### config.mk
export PLATFORM = sky130hd
export DESIGN_NAME = sprite_line_writer
export DESIGN_NICKNAME = d
export VERILOG_FILES = /design/src/rtl/gpu_pkg.sv /design/src/rtl/sprite_line_writer_shifter.sv /design/src/rtl/sprite_line_writer.sv
export SDC_FILE = /design/constraint.sdc
export NUM_CORES = 1
export LEC_CHECK = 0
export ABC_AREA = 1
export BUFFER_PORTS_ARGS = -buffer_cell sky130_fd_sc_hd__buf_4
export CELL_PAD_IN_SITES_DETAIL_PLACEMENT = 0
export CELL_PAD_IN_SITES_GLOBAL_PLACEMENT = 2
export CORE_ASPECT_RATIO = 0.75
export CORE_MARGIN = 3
export CORE_UTILIZATION = 31
export CTS_CLUSTER_SIZE = 10
export DETAILED_ROUTE_END_ITERATION = 8
export GPL_TIMING_DRIVEN = 0
export PLACE_DENSITY_LB_ADDON = 0.08
export SYNTH_ARGS = -nofsm -noshare
export SYNTH_HDL_FRONTEND = slang
export SYNTH_SLANG_ARGS = --single-unit
### constraint.sdc
create_clock -name clk -period 2.4 [get_ports clk]
set_clock_uncertainty 0.1 [all_clocks]
set_input_delay 0.12 -clock clk [delete_from_list [all_inputs] [get_ports clk]]
set_output_delay 0.12 -clock clk [all_outputs]
set_load 0.02 [all_outputs]
### src/rtl/gpu_pkg.sv
`default_nettype none
// +--------------------------------------------------------------------+
// | gpu_pkg                                                            |
// | Shared tile geometry, pixel format and sprite writer state codes.  |
// | Rev 1.0                                                            |
// +--------------------------------------------------------------------+
package gpu_pkg;

   localparam int TILE_PIXELS = 8;
   localparam int PIX_W       = 4;
   localparam int ROW_W       = TILE_PIXELS * PIX_W;

   localparam logic [PIX_W-1:0] TRANSPARENT_IDX = '0;

   typedef enum logic [1:0] {
      ST_IDLE  = 2'd0,
      ST_LOAD  = 2'd1,
      ST_FETCH = 2'd2,
      ST_PIX   = 2'd3
   } writer_state_e;

endpackage
`default_nettype wire

### src/rtl/sprite_line_writer_shifter.sv
`default_nettype none
// +--------------------------------------------------------------------+
// | tile_pixel_shifter                                                 |
// | Serialises one tile row MSB-first; pixel 0 bypasses the register.  |
// | Rev 1.0                                                            |
// +--------------------------------------------------------------------+
module tile_pixel_shifter
   import gpu_pkg::*;
(
   input  logic             clk,
   input  logic             rst,
   input  logic             i_load,
   input  logic             i_shift,
   input  logic [ROW_W-1:0] i_row,
   output logic [PIX_W-1:0] o_pixel
);

   logic [ROW_W-1:0] shift_q;
   logic [ROW_W-1:0] shift_d;

   // On load the register already holds pixel 1 at the top, since pixel 0 is taken from i_row.
   always_comb begin
      shift_d = shift_q;
      if (i_load) begin
         shift_d = i_row << PIX_W;
      end else if (i_shift) begin
         shift_d = shift_q << PIX_W;
      end
   end

   always_ff @(posedge clk or negedge rst) begin
      if (!rst) begin
         shift_q <= '0;
      end else begin
         shift_q <= shift_d;
      end
   end

   assign o_pixel = i_load ? i_row[ROW_W-1 -: PIX_W] : shift_q[ROW_W-1 -: PIX_W];

endmodule
`default_nettype wire

### src/rtl/sprite_line_writer.sv
`default_nettype none
// +--------------------------------------------------------------------+
// | sprite_line_writer                                                 |
// | Walks a sprite's tiles and writes opaque, on-screen pixels to the  |
// | line buffer. Define PREFETCH_EN to overlap tile fetch with pixel 7.|
// | Rev 1.0                                                            |
// +--------------------------------------------------------------------+
module sprite_line_writer
   import gpu_pkg::*;
#(
   parameter int LINE_PIXELS = 320,
   parameter int XW          = 9
) (
   input  logic             clk,
   input  logic             rst,
   input  logic             start,
   input  logic [XW-1:0]    sprite_x,
   input  logic [2:0]       size_x,
   output logic             busy,
   output logic             done,
   output logic             tile_load,
   output logic [3:0]       current_tile,
   input  logic [ROW_W-1:0] tile_data,
   output logic             lb_we,
   output logic [XW-1:0]    lb_addr,
   output logic [PIX_W-1:0] lb_wdata
);

   localparam logic [XW+3:0] c_LINE_LIMIT = LINE_PIXELS[XW+3:0];

   writer_state_e state_q, state_d;
   logic [XW-1:0] sprite_x_q, sprite_x_d;
   logic [2:0]    size_x_q, size_x_d;
   logic [2:0]    t_q, t_d;
   logic [2:0]    p_q, p_d;
   logic          done_q, done_d;
   logic [3:0]    current_tile_q, current_tile_d;

   logic             w_load;
   logic             w_shift;
   logic             w_in_pix;
   logic [PIX_W-1:0] w_pixel;
   logic [XW+3:0]    w_x;

   always_comb begin
      state_d        = state_q;
      sprite_x_d     = sprite_x_q;
      size_x_d       = size_x_q;
      t_d            = t_q;
      p_d            = p_q;
      done_d         = 1'b0;
      current_tile_d = current_tile_q;
      w_load         = 1'b0;
      w_shift        = 1'b0;

      unique case (state_q)
         ST_IDLE: begin
            if (start) begin
               sprite_x_d = sprite_x;
               size_x_d   = size_x;
               t_d        = 3'd0;
               state_d    = ST_LOAD;
            end
         end
         ST_LOAD: begin
            current_tile_d = 4'd0;
            state_d        = ST_FETCH;
         end
         ST_FETCH: begin
            p_d     = 3'd0;
            state_d = ST_PIX;
         end
         ST_PIX: begin
            w_load  = (p_q == 3'd0);
            w_shift = (p_q != 3'd0);
            p_d     = p_q + 3'd1;
`ifdef PREFETCH_EN
            // Present the next tile during the last pixel so its row lands exactly at p=0.
            if (p_q == 3'd6 && t_q != size_x_q) begin
               current_tile_d = {1'b0, t_q} + 4'd1;
            end
`endif
            if (p_q == 3'd7) begin
               if (t_q == size_x_q) begin
                  done_d  = 1'b1;
                  state_d = ST_IDLE;
               end else begin
                  t_d = t_q + 3'd1;
`ifdef PREFETCH_EN
                  state_d = ST_PIX;
`else
                  current_tile_d = {1'b0, t_q} + 4'd1;
                  state_d        = ST_FETCH;
`endif
               end
            end
         end
         default: state_d = ST_IDLE;
      endcase
   end

   always_ff @(posedge clk or negedge rst) begin
      if (!rst) begin
         state_q        <= ST_IDLE;
         sprite_x_q     <= '0;
         size_x_q       <= '0;
         t_q            <= '0;
         p_q            <= '0;
         done_q         <= 1'b0;
         current_tile_q <= '0;
      end else begin
         state_q        <= state_d;
         sprite_x_q     <= sprite_x_d;
         size_x_q       <= size_x_d;
         t_q            <= t_d;
         p_q            <= p_d;
         done_q         <= done_d;
         current_tile_q <= current_tile_d;
      end
   end

   tile_pixel_shifter u_shifter (
      .clk     (clk),
      .rst     (rst),
      .i_load  (w_load),
      .i_shift (w_shift),
      .i_row   (tile_data),
      .o_pixel (w_pixel)
   );

   // Widened so that sprites starting near the right edge clip rather than wrap.
   assign w_x = {4'b0000, sprite_x_q}
              + {{(XW-2){1'b0}}, t_q, 3'b000}
              + {{(XW+1){1'b0}}, p_q};

   assign w_in_pix     = (state_q == ST_PIX);
   assign lb_we        = w_in_pix && (w_pixel != TRANSPARENT_IDX) && (w_x < c_LINE_LIMIT);
   assign lb_addr      = w_in_pix ? w_x[XW-1:0] : '0;
   assign lb_wdata     = w_in_pix ? w_pixel : '0;
   assign tile_load    = (state_q == ST_LOAD);
   assign busy         = (state_q != ST_IDLE) || done_q;
   assign done         = done_q;
   assign current_tile = current_tile_q;

endmodule
`default_nettype wire
After elaboration in Yosys (flattened, before gate mapping)

Index checks and enable logic that the tools add are counted.

Register bits: 57
Input port bits: 47
Output and inout port bits: 21
Logic and storage cells: 60

Add/subtract/negate cells: 5
Order comparisons: 1
Eq/ne operators: 8
Multiplexer cells: 22
Reduce and logical (&&, ||, !) cells: 16

Operator list:

| cell                                                                   | number |
|---|---|
| 32-bit two-way mux                                                     | 2 |
| 4-bit two-way mux                                                      | 4 |
| 3-bit one-hot mux with 2 select lines                                  | 2 |
| 10-bit by 3-bit adder with 11-bit output                               | 1 |
| 11-bit by 9-bit < comparator with 1-bit output (second input constant) | 1 |
| 9-bit by 6-bit adder with 10-bit output                                | 1 |
| 2-bit nonzero test                                                     | 5 |
| 3-bit two-way mux                                                      | 3 |
| 9-bit two-way mux                                                      | 1 |
| 2-bit one-hot mux with 4 select lines                                  | 1 |
| 4-bit one-hot mux with 2 select lines                                  | 1 |
| 3-bit by 1-bit adder with 3-bit output (second input constant)         | 2 |
| 2-bit two-way mux                                                      | 3 |
| 1-bit two-way mux                                                      | 5 |
| 3-bit by 1-bit adder with 4-bit output (second input constant)         | 1 |
| 2-bit equality test (second input constant)                            | 2 |
| 2-bit != test (second input constant)                                  | 2 |
| 2-bit AND reduction                                                    | 2 |
| 4-bit AND reduction                                                    | 1 |
| 4-bit nonzero test                                                     | 1 |
| 3-bit equality test                                                    | 1 |
| 3-bit equality test (second input constant)                            | 1 |
| 3-bit logical NOT                                                      | 1 |
| 3-bit AND reduction                                                    | 1 |
| other kinds (6)                                                        | 7 |

Logic depth before layout (Yosys ltp)

Gate-level depths: netlist (run 1).

Word-level depth: 6
Mapped depth: 12
Depth with buffers taken out: 12

By module

A second synthesis (run 1) with hierarchy kept.

Cell total of the unflattened synthesis: 359
Area total of the unflattened synthesis: 2,920.3 sq um

By module, submodules not included:

| module             | instances | cells each | area each (sq um) | seq. area each (sq um) |
|---|---|---|---|---|
| sprite_line_writer | 1         | 198        | 1,601.5           | 625.6 |
| tile_pixel_shifter | 1         | 161        | 1,318.8           | 700.7 |

Worst setup path before layout (run 1)

OpenSTA, ideal clock, no wires.

Path kind: register to output
Start point: register p_q[0]
End point: output lb_we
Data arrival time: 1.773 ns
Data required time: 2.180 ns
Path slack: 0.407 ns
Stages on the path, launching flop included: 12
Buffers on the path: 0
Cells stage by stage: dfrtp_1 -> ha_1 -> inv_1 -> fa_1 -> inv_1 -> nand2_1 -> nand2_1 -> and2_1 -> nand2_1 -> nand3_1 -> nand2_1 -> a21oi_1

Longest elaborated chain between the ends: 6
Elaborated cells between the ends (all ways): 8
Those cells by class: 1 x add/sub; 1 x order compare; 2 x mux; 4 x reduce/logical

Ends and longest elaborated chain:

| element                                                                                          | line                      | text |
|---|---|---|
| start, declared                                                                                  | sprite_line_writer.sv:35  | `logic [2:0] p_q, p_d;` |
| start signal, assigned                                                                           | sprite_line_writer.sv:116 | `p_q <= p_d;` |
| parallel branches: the longest is 5 deep, another holds 10-bit by 3-bit adder with 11-bit output | -                         |  |
| 1-bit logical AND (*)                                                                            | sprite_line_writer.sv:137 | `assign lb_we = w_in_pix && (w_pixel != TRANSPARENT_IDX) && (w_x < c_LINE_LIMIT);` |
| end, declared                                                                                    | sprite_line_writer.sv:24  | `output logic lb_we,` |

Mark *: on every way between the ends.

Final worst setup path (run 1)

Start point: register p_q[2]
End point: output lb_addr[5]

Longest elaborated chain between the ends: 2

Ends and longest elaborated chain:

| element                                  | line                      | text |
|---|---|---|
| 10-bit by 3-bit adder with 11-bit output | sprite_line_writer.sv:134 | `+ {{(XW+1){1'b0}}, p_q};` |
| 9-bit two-way mux                        | sprite_line_writer.sv:138 | `assign lb_addr = w_in_pix ? w_x[XW-1:0] : '0;` |
| end, declared                            | sprite_line_writer.sv:25  | `output logic [XW-1:0] lb_addr,` |

Every way passes these cells.

==> impl_results.md, run 1 <==
- Status: finished clean
- WP data arrival: 2.07 ns
- PD cells: 1371 mW/mm^2
- Final #Nets: 521
- Most common cell after layout, fill and taps aside: buf_4
- Die ar.: 0.01045 mm^2
- Die X: 117.1 um
- Clk sinks: 53
- Clock-pin slew on the worst setup and hold paths: 0.07 ns
- Pre-CTS WS: 0.3134 ns
- Via density per instance: 4.521
- MaxCap Viol Count: 0
- Core outline area: 0.008708 mm^2
- Reg area: 0.001328 mm^2
- Maximum vdd ir drop: 454.0 uV
- Synth Cell Area: 0.002868 mm^2
- Detailed Route Iter0 Violations: 103
- Minimum clock period: 2.289 ns
- Worst-skew pair later-pin latency: 0.30 ns
- Initial core utilization: 32.93%
- CTS tree: yes
- Synth cell types: 32
- Ports: 68
- Critical Path End: lb_addr[5]
- Vias in the first global route: 2567
- Synth async-reset ratio: 100.0%
- Area delta synth->final: 44.98%
- Via count: 2586
- Setup violators final: 0
- Grt total ovfl: 0
- Post-synth EDFFs: 0
- Sequential share of the synthesized area: 46.25%
- Filler Cell Count: 899
- Multi-input gate area: 0.001378 mm^2
- Synth Register Bits: 53
- Critical path launch point type: flop
- Number of antenna diodes: 0
- Reg2reg start: p_q[0]
- HPWL Detailed: 5789 um
- Commonest cells after routing, fill and taps aside: buf_4, nand2_1, dfrtp_1
- Largest net degree at the start of global routing: 54
- Port buffer count: 67
- Synth Instances: 347
- Reg2Reg Setup Slack: 0.52 ns
- Routed wire per std cell: 14.23 um
- Post-Syn Nets: 405
- Syn avg cell area: 8.264 um^2
- CP max FO: 4
- Slew Viols, Final: 0
- Row count: 29
- Hold Fails Final Rpt: 0
- Total GRT Usage: 16.37%
- First-pass GRT wire length: 13120 um
- Drt drc: 0
- LEAKAGE: 0.002034 uW
- Remaining antenna violation count: 0
- Primary FF master, synth: dfrtp_1
- H-tree depth: 2
- Worst slew pin tran: 0.7118 ns
- Share of layout cells above drive strength 1: 25.86%
- Reg2reg path depth: 8
- Initial antenna violation count: 0
- Crit path kind: reg2out
- Req. time, crit path: 2.18 ns
- Synth warnings: 0
- Crit path capture type: output port
- CP startpoint: p_q[2]
- Die height: 89.30 um
- CTS Buffer Depth: 2
- Headroom to the max-slew limit: 52.55%
- F_max: 0.4369 GHz
- Reg2reg end: u_shifter.shift_q[12]
- CTS Root Cell: clkbuf_16
- Period utilization: 95.38%
- CTS Buf Count: 5
- Total power: 5699 uW
- RePlAce Congestion: 0.7203
- DRT Pass-1 Iters: 4
- Worst min-delay path class: in2reg
- WL final: 8138 um
- Final setup margin: 0.1109 ns
==> layout make-up <==
cell class	count	share of cell area, %
multi-input combinational	240	33.13
sequential	53	31.93
timing repair buffer	109	22.06
inverter	41	3.762
tap	108	3.250
clock buffer	6	3.100
buffer	13	1.836
clock inverter	2	0.9329
==> cell families (layout without fill, tap and decap cells) <==
group           count (synthesis)  after routing  share of synthesized area (%)
xor+xnor                        3              3                         0.9164
fa+ha+maj                      11             11                          5.061
compound gates                 93             93                          16.32
buf+inv                        54            171                          8.115
mux                             9              9                          3.534
flops                          53             53                          46.25
simple gates                  124            124                          19.81
==> through the flow <==
step / util [%] / setup TNS [ns] / area, um^2 / cells / hold slack [ns]
2_1_floorplan: - / 0 / 2868 / 347 / -0.2756
3_3_place_gp: 40.26 / 0 / 3506 / 522 / 0.1270
3_5_place_dp: 40.26 / 0 / 3506 / 522 / 0.1251
4_1_cts: 46.70 / 0 / 4066 / 569 / 0.001585
5_1_grt: 47.74 / -0.003088 / 4158 / 572 / 0.01026
6_report: 47.74 / 0 / 4158 / 572 / 0.001335
==> Yosys cell counts (2+ instances only) <==
cell type | n | area share [%]
o21ai_0 | 47 | 8.2
inv_1 | 40 | 5.2
mux2_2 | 9 | 3.5
clkbuf_1 | 7 | 0.92
nand3_1 | 8 | 1.4
nand3b_1 | 3 | 0.79
dfrtp_1 | 53 | 46
nand2_4 | 2 | 0.79
a21oi_1 | 40 | 7.0
nor2_1 | 25 | 3.3
or2_2 | 2 | 0.44
nand4_1 | 2 | 0.44
nand2_2 | 3 | 0.65
ha_1 | 10 | 4.4
nand2_1 | 70 | 9.2
buf_6 | 3 | 1.2
xnor2_1 | 3 | 0.92
o21ai_1 | 4 | 0.70
and2_1 | 3 | 0.65
==> routing by layer <==
| layer | routed length, um | GRT usage, % | up-vias |
|---|---|---|---|
| li1 | - | - | 1361 |
| met1 | 4501 | 25.71 | 1175 |
| met2 | 3266 | 22.92 | 42 |
| met3 | 300 | 3.248 | 8 |
| met4 | 70 | 3.750 | 0 |
| met5 | 0 | 0 | - |
==> worst min path at each step <==
stage,to,start,cells after the start
5_1_grt,u_shifter.shift_q[14],tile_data[10],3
3_3_place_gp,sprite_x_q[8],rst,1
2_1_floorplan,current_tile[0],rst,0
4_1_cts,u_shifter.shift_q[14],tile_data[10],3
3_5_place_dp,sprite_x_q[7],rst,1
6_report,u_shifter.shift_q[9],tile_data[5],3
==> state kept, by name, summed over array words and instances (netlist names) <==
register,flops
sprite_x_q,9
t_q,3
done,1
p_q,3
current_tile,4
size_x_q,3
state_q,2
u_shifter.shift_q,28
==> critical path: stages, from the launching register on <==
cell     delay (ns)
dfrtp_1        0.43
ha_1           0.33
or2_2          0.29
and2_1         0.19
a31oi_1        0.18
nor2_1         0.06
nor2_1         0.13
buf_4          0.16
==> what timing repair did <==
item / CTS / global route
buffers inserted: 1 / 3
pin swaps: 0 / 1
resized for setup: 2 / 18
hold endpoints to repair: 90 / 0
setup endpoints to repair: 1 / 3
hold buffers: 38 / 0
==> power by group <==
group / leakage (uW) / switching (uW) / internal [uW]
Sequential: 0.000650 / 236 / 1300
Combinational: 0.00130 / 1940 / 1380
Clock: 0.0000810 / 342 / 496
No activity file was read; power rests on OpenSTA's default activity.
==> inputs of run 2 (changes only) <==
Settings changed: CELL_PAD_IN_SITES_DETAIL_PLACEMENT 0 to 1, CELL_PAD_IN_SITES_GLOBAL_PLACEMENT 2 to 1, CORE_UTILIZATION 31 to 39.
==> run 2 against run 1 <==
  * Count of clock-buffer cells in the layout stayed put
  * Routed wire length is 9.7% higher
  * Cell count is 0.87% lower
  * Largest power group unchanged
  * Core utilization is 11 points higher
  * Critical path depth is 2 higher
  * Largest cell class unchanged
  * Via count is 7.6% higher
==> impl_results.md, run 2 (same netlist as run 1, synthesis figures left out) <==
- Period utilization: 97.30% (was 95.38%)
- Status: finished clean (unchanged)
- Largest stage delay, worst path: 0.48 ns (was 0.43 ns)
- PD cells: 1336 mW/mm^2 (was 1371 mW/mm^2)
- Clk sinks: 53 (unchanged)
- Ports: 68 (unchanged)
- Maximum vdd ir drop: 561.2 uV (was 454.0 uV)
- Number of antenna diodes: 0 (unchanged)
- RSZ-0062 raised after global routing: true
- CTS Buffer Depth: 2 (unchanged)
- Port buffer count: 67 (unchanged)
- Hold Fails Final Rpt: 0 (unchanged)
- MaxCap Viol Count: 0 (unchanged)
- CP bufs+invs: 2 (was 1)
- Crit path max-delay family: simple AND/OR/NAND/NOR gates (unchanged)
- HPWL Detailed: 6146 um (was 5789 um)
- Remaining antenna violation count: 0 (unchanged)
- Grt total ovfl: 0 (unchanged)
- CP max FO: 6 (was 4)
- First-pass GRT wire length: 14590 um (was 13120 um)
- Clock-pin slew on the worst setup and hold paths: 0.10 ns (was 0.07 ns)
- CTS Buf Count: 5 (unchanged)
- Slew Viols, Final: 0 (unchanged)
- Fin util: 58.86% (was 47.74%)
- Routed wire per std cell: 15.74 um (was 14.23 um)
- Total GRT Usage: 21.72% (was 16.37%)
- Flop pwr share: 28.3% (was 27.0%)
- Req. time, crit path: 2.18 ns (about the same)
- Power Internal: 2890 uW (was 3184 uW)
- LEAKAGE: 0.002012 uW (was 0.002034 uW)
- Crit path kind: reg2out (unchanged)
- Final #Nets: 526 (was 521)
- Drt drc: 0 (unchanged)
- Max FFs per register: 28 (unchanged)
- Die X: 105.0 um (was 117.1 um)
- CP cell instances: ha_1 > or2_1 > nand3b_1 > buf_4 > nand3b_1 > nand2_1 > nand2_1 > a21oi_2 > buf_6 (was ha_1 > or2_2 > and2_1 > a31oi_1 > nor2_1 > nor2_1 > buf_4)
- Die height: 80.26 um (was 89.30 um)
- Switching share of power: 47.20% (was 44.14%)
- Die ar.: 0.008429 mm^2 (was 0.01045 mm^2)
- WL final: 8925 um (was 8138 um)
- Worst-skew pair later-pin latency: 0.31 ns (was 0.30 ns)
- Core outline area: 0.006962 mm^2 (was 0.008708 mm^2)
- Total power: 5475 uW (was 5699 uW)
- Most common cell after layout, fill and taps aside: buf_4 (unchanged)
- Via density per instance: 4.907 (was 4.521)
- H-tree depth: 2 (unchanged)
- Crit path capture type: output port (unchanged)
- Minimum clock period: 2.335 ns (was 2.289 ns)
- Combinational Power Share: 62.1% (was 58.3%)
- Top reg by flops: u_shifter.shift_q (unchanged)
- Critical path launch point type: flop (unchanged)
- Vias in the first global route: 2880 (was 2567)
- Setup violators final: 0 (unchanged)
- Clock power frac: 9.6% (was 14.7%)
- Via count: 2782 (was 2586)
- Headroom to the max-slew limit: 53.63% (was 52.55%)
- CTS tree: yes (unchanged)
- Largest net degree at the start of global routing: 54 (unchanged)
- Area delta synth->final: 42.89% (was 44.98%)
- Filler Cell Count: 851 (was 899)
- Commonest cells after routing, fill and taps aside: buf_4, nand2_1, dfrtp_1 (unchanged)
- WP data arrival: 2.12 ns (was 2.07 ns)
- RePlAce Congestion: 0.7854 (was 0.7203)
- Worst min-delay path class: in2async (was in2reg)
- Sw Pwr: 2584 uW (was 2515 uW)
- CTS Root Cell: clkbuf_8 (was clkbuf_16)
- Share of layout cells above drive strength 1: 25.59% (was 25.86%)
- F_max: 0.4282 GHz (was 0.4369 GHz)
- DRT Pass-1 Iters: 6 (was 4)
- Critical-path top delay cell: dfrtp_2 (was dfrtp_1)
- Initial antenna violation count: 0 (unchanged)
- Row count: 26 (was 29)
- Worst slew pin tran: 0.6956 ns (was 0.7118 ns)
- Initial core utilization: 41.19% (was 32.93%)
- Detailed Route Iter0 Violations: 58 (was 103)
run 2: changes by cell type in the layout (fill, tap and decap cells not counted), moves of 2 or more:
cell,delta
clkbuf_16,-5
clkbuf_8,+5
dlygate4sd3_1,+4
nand2_1,+2
nand2_2,-2
run 2: repair_timing:
| item | CTS | global route |
|---|---|---|
| pin swaps | 1 | 5 |
| hold endpoints to repair | 94 | 0 |
| gates resized for setup | 4 | 14 |
| hold buffers | 42 | 0 |
| buffers inserted | 2 | 3 |
| setup endpoints to repair | 2 | 5 |
| gates cloned | 0 | 0 |
run 2: per-stage QoR:
stage	cell area (um^2)	cells	setup slack [ns]	TNS, ns	hold slack (ns)
after floorplan	2868	347	0.4066	0	-0.2756
after detailed placement	3493	512	0.2580	0	0.1164
after global placement	3493	512	0.2961	0	0.1182
final	4098	567	0.06478	0	0.3003
after CTS	4023	564	0.01341	0	0.3235
after global routing	4098	567	-0.09068	-0.1200	0.3661
run 2: cell type report:
class | count | area [um^2] | area share [%]
Inverter | 41 | 156.4 | 3.817
Clock buffer | 6 | 72.57 | 1.771
Timing Repair Buffer | 114 | 964.7 | 23.54
Sequential cell | 53 | 1328 | 32.40
Tap cell | 98 | 122.6 | 2.992
Buffer | 13 | 76.32 | 1.863
Multi-Input combinational cell | 240 | 1364 | 33.28
Clock inverter | 2 | 13.76 | 0.3359
run 2: layer usage:
metal  global-route usage, %  vias up  routed length (um)
met5                       0        -                   0
met4                   5.242        0                  69
met3                   3.213        6                 241
met2                   36.43       47                4208
met1                   29.76     1351                4405
li1                        -     1378                   -
run 2: final timing paths:
check,to,slack (ns),cells past startpoint,startpoint
min in group clk,current_tile[0],0.39,2,current_tile[0]
min,sprite_x_q[8],0.30,2,rst
max,lb_we,0.06,9,t_q[0]
max in group asynchronous,t_q[0],1.41,2,rst
max reg2reg,u_shifter.shift_q[17],0.41,8,p_q[0]
min reg2reg,current_tile[0],0.39,2,current_tile[0]
run 2: power groups by stage:
stage	Combinational, uW	Sequential (uW)	Clock (uW)
floorplan	2070	1520	0
global placement	3000	1530	0
detailed placement	3130	1550	0
CTS	3250	1530	538
global route	3830	1590	575
finish	3400	1550	525
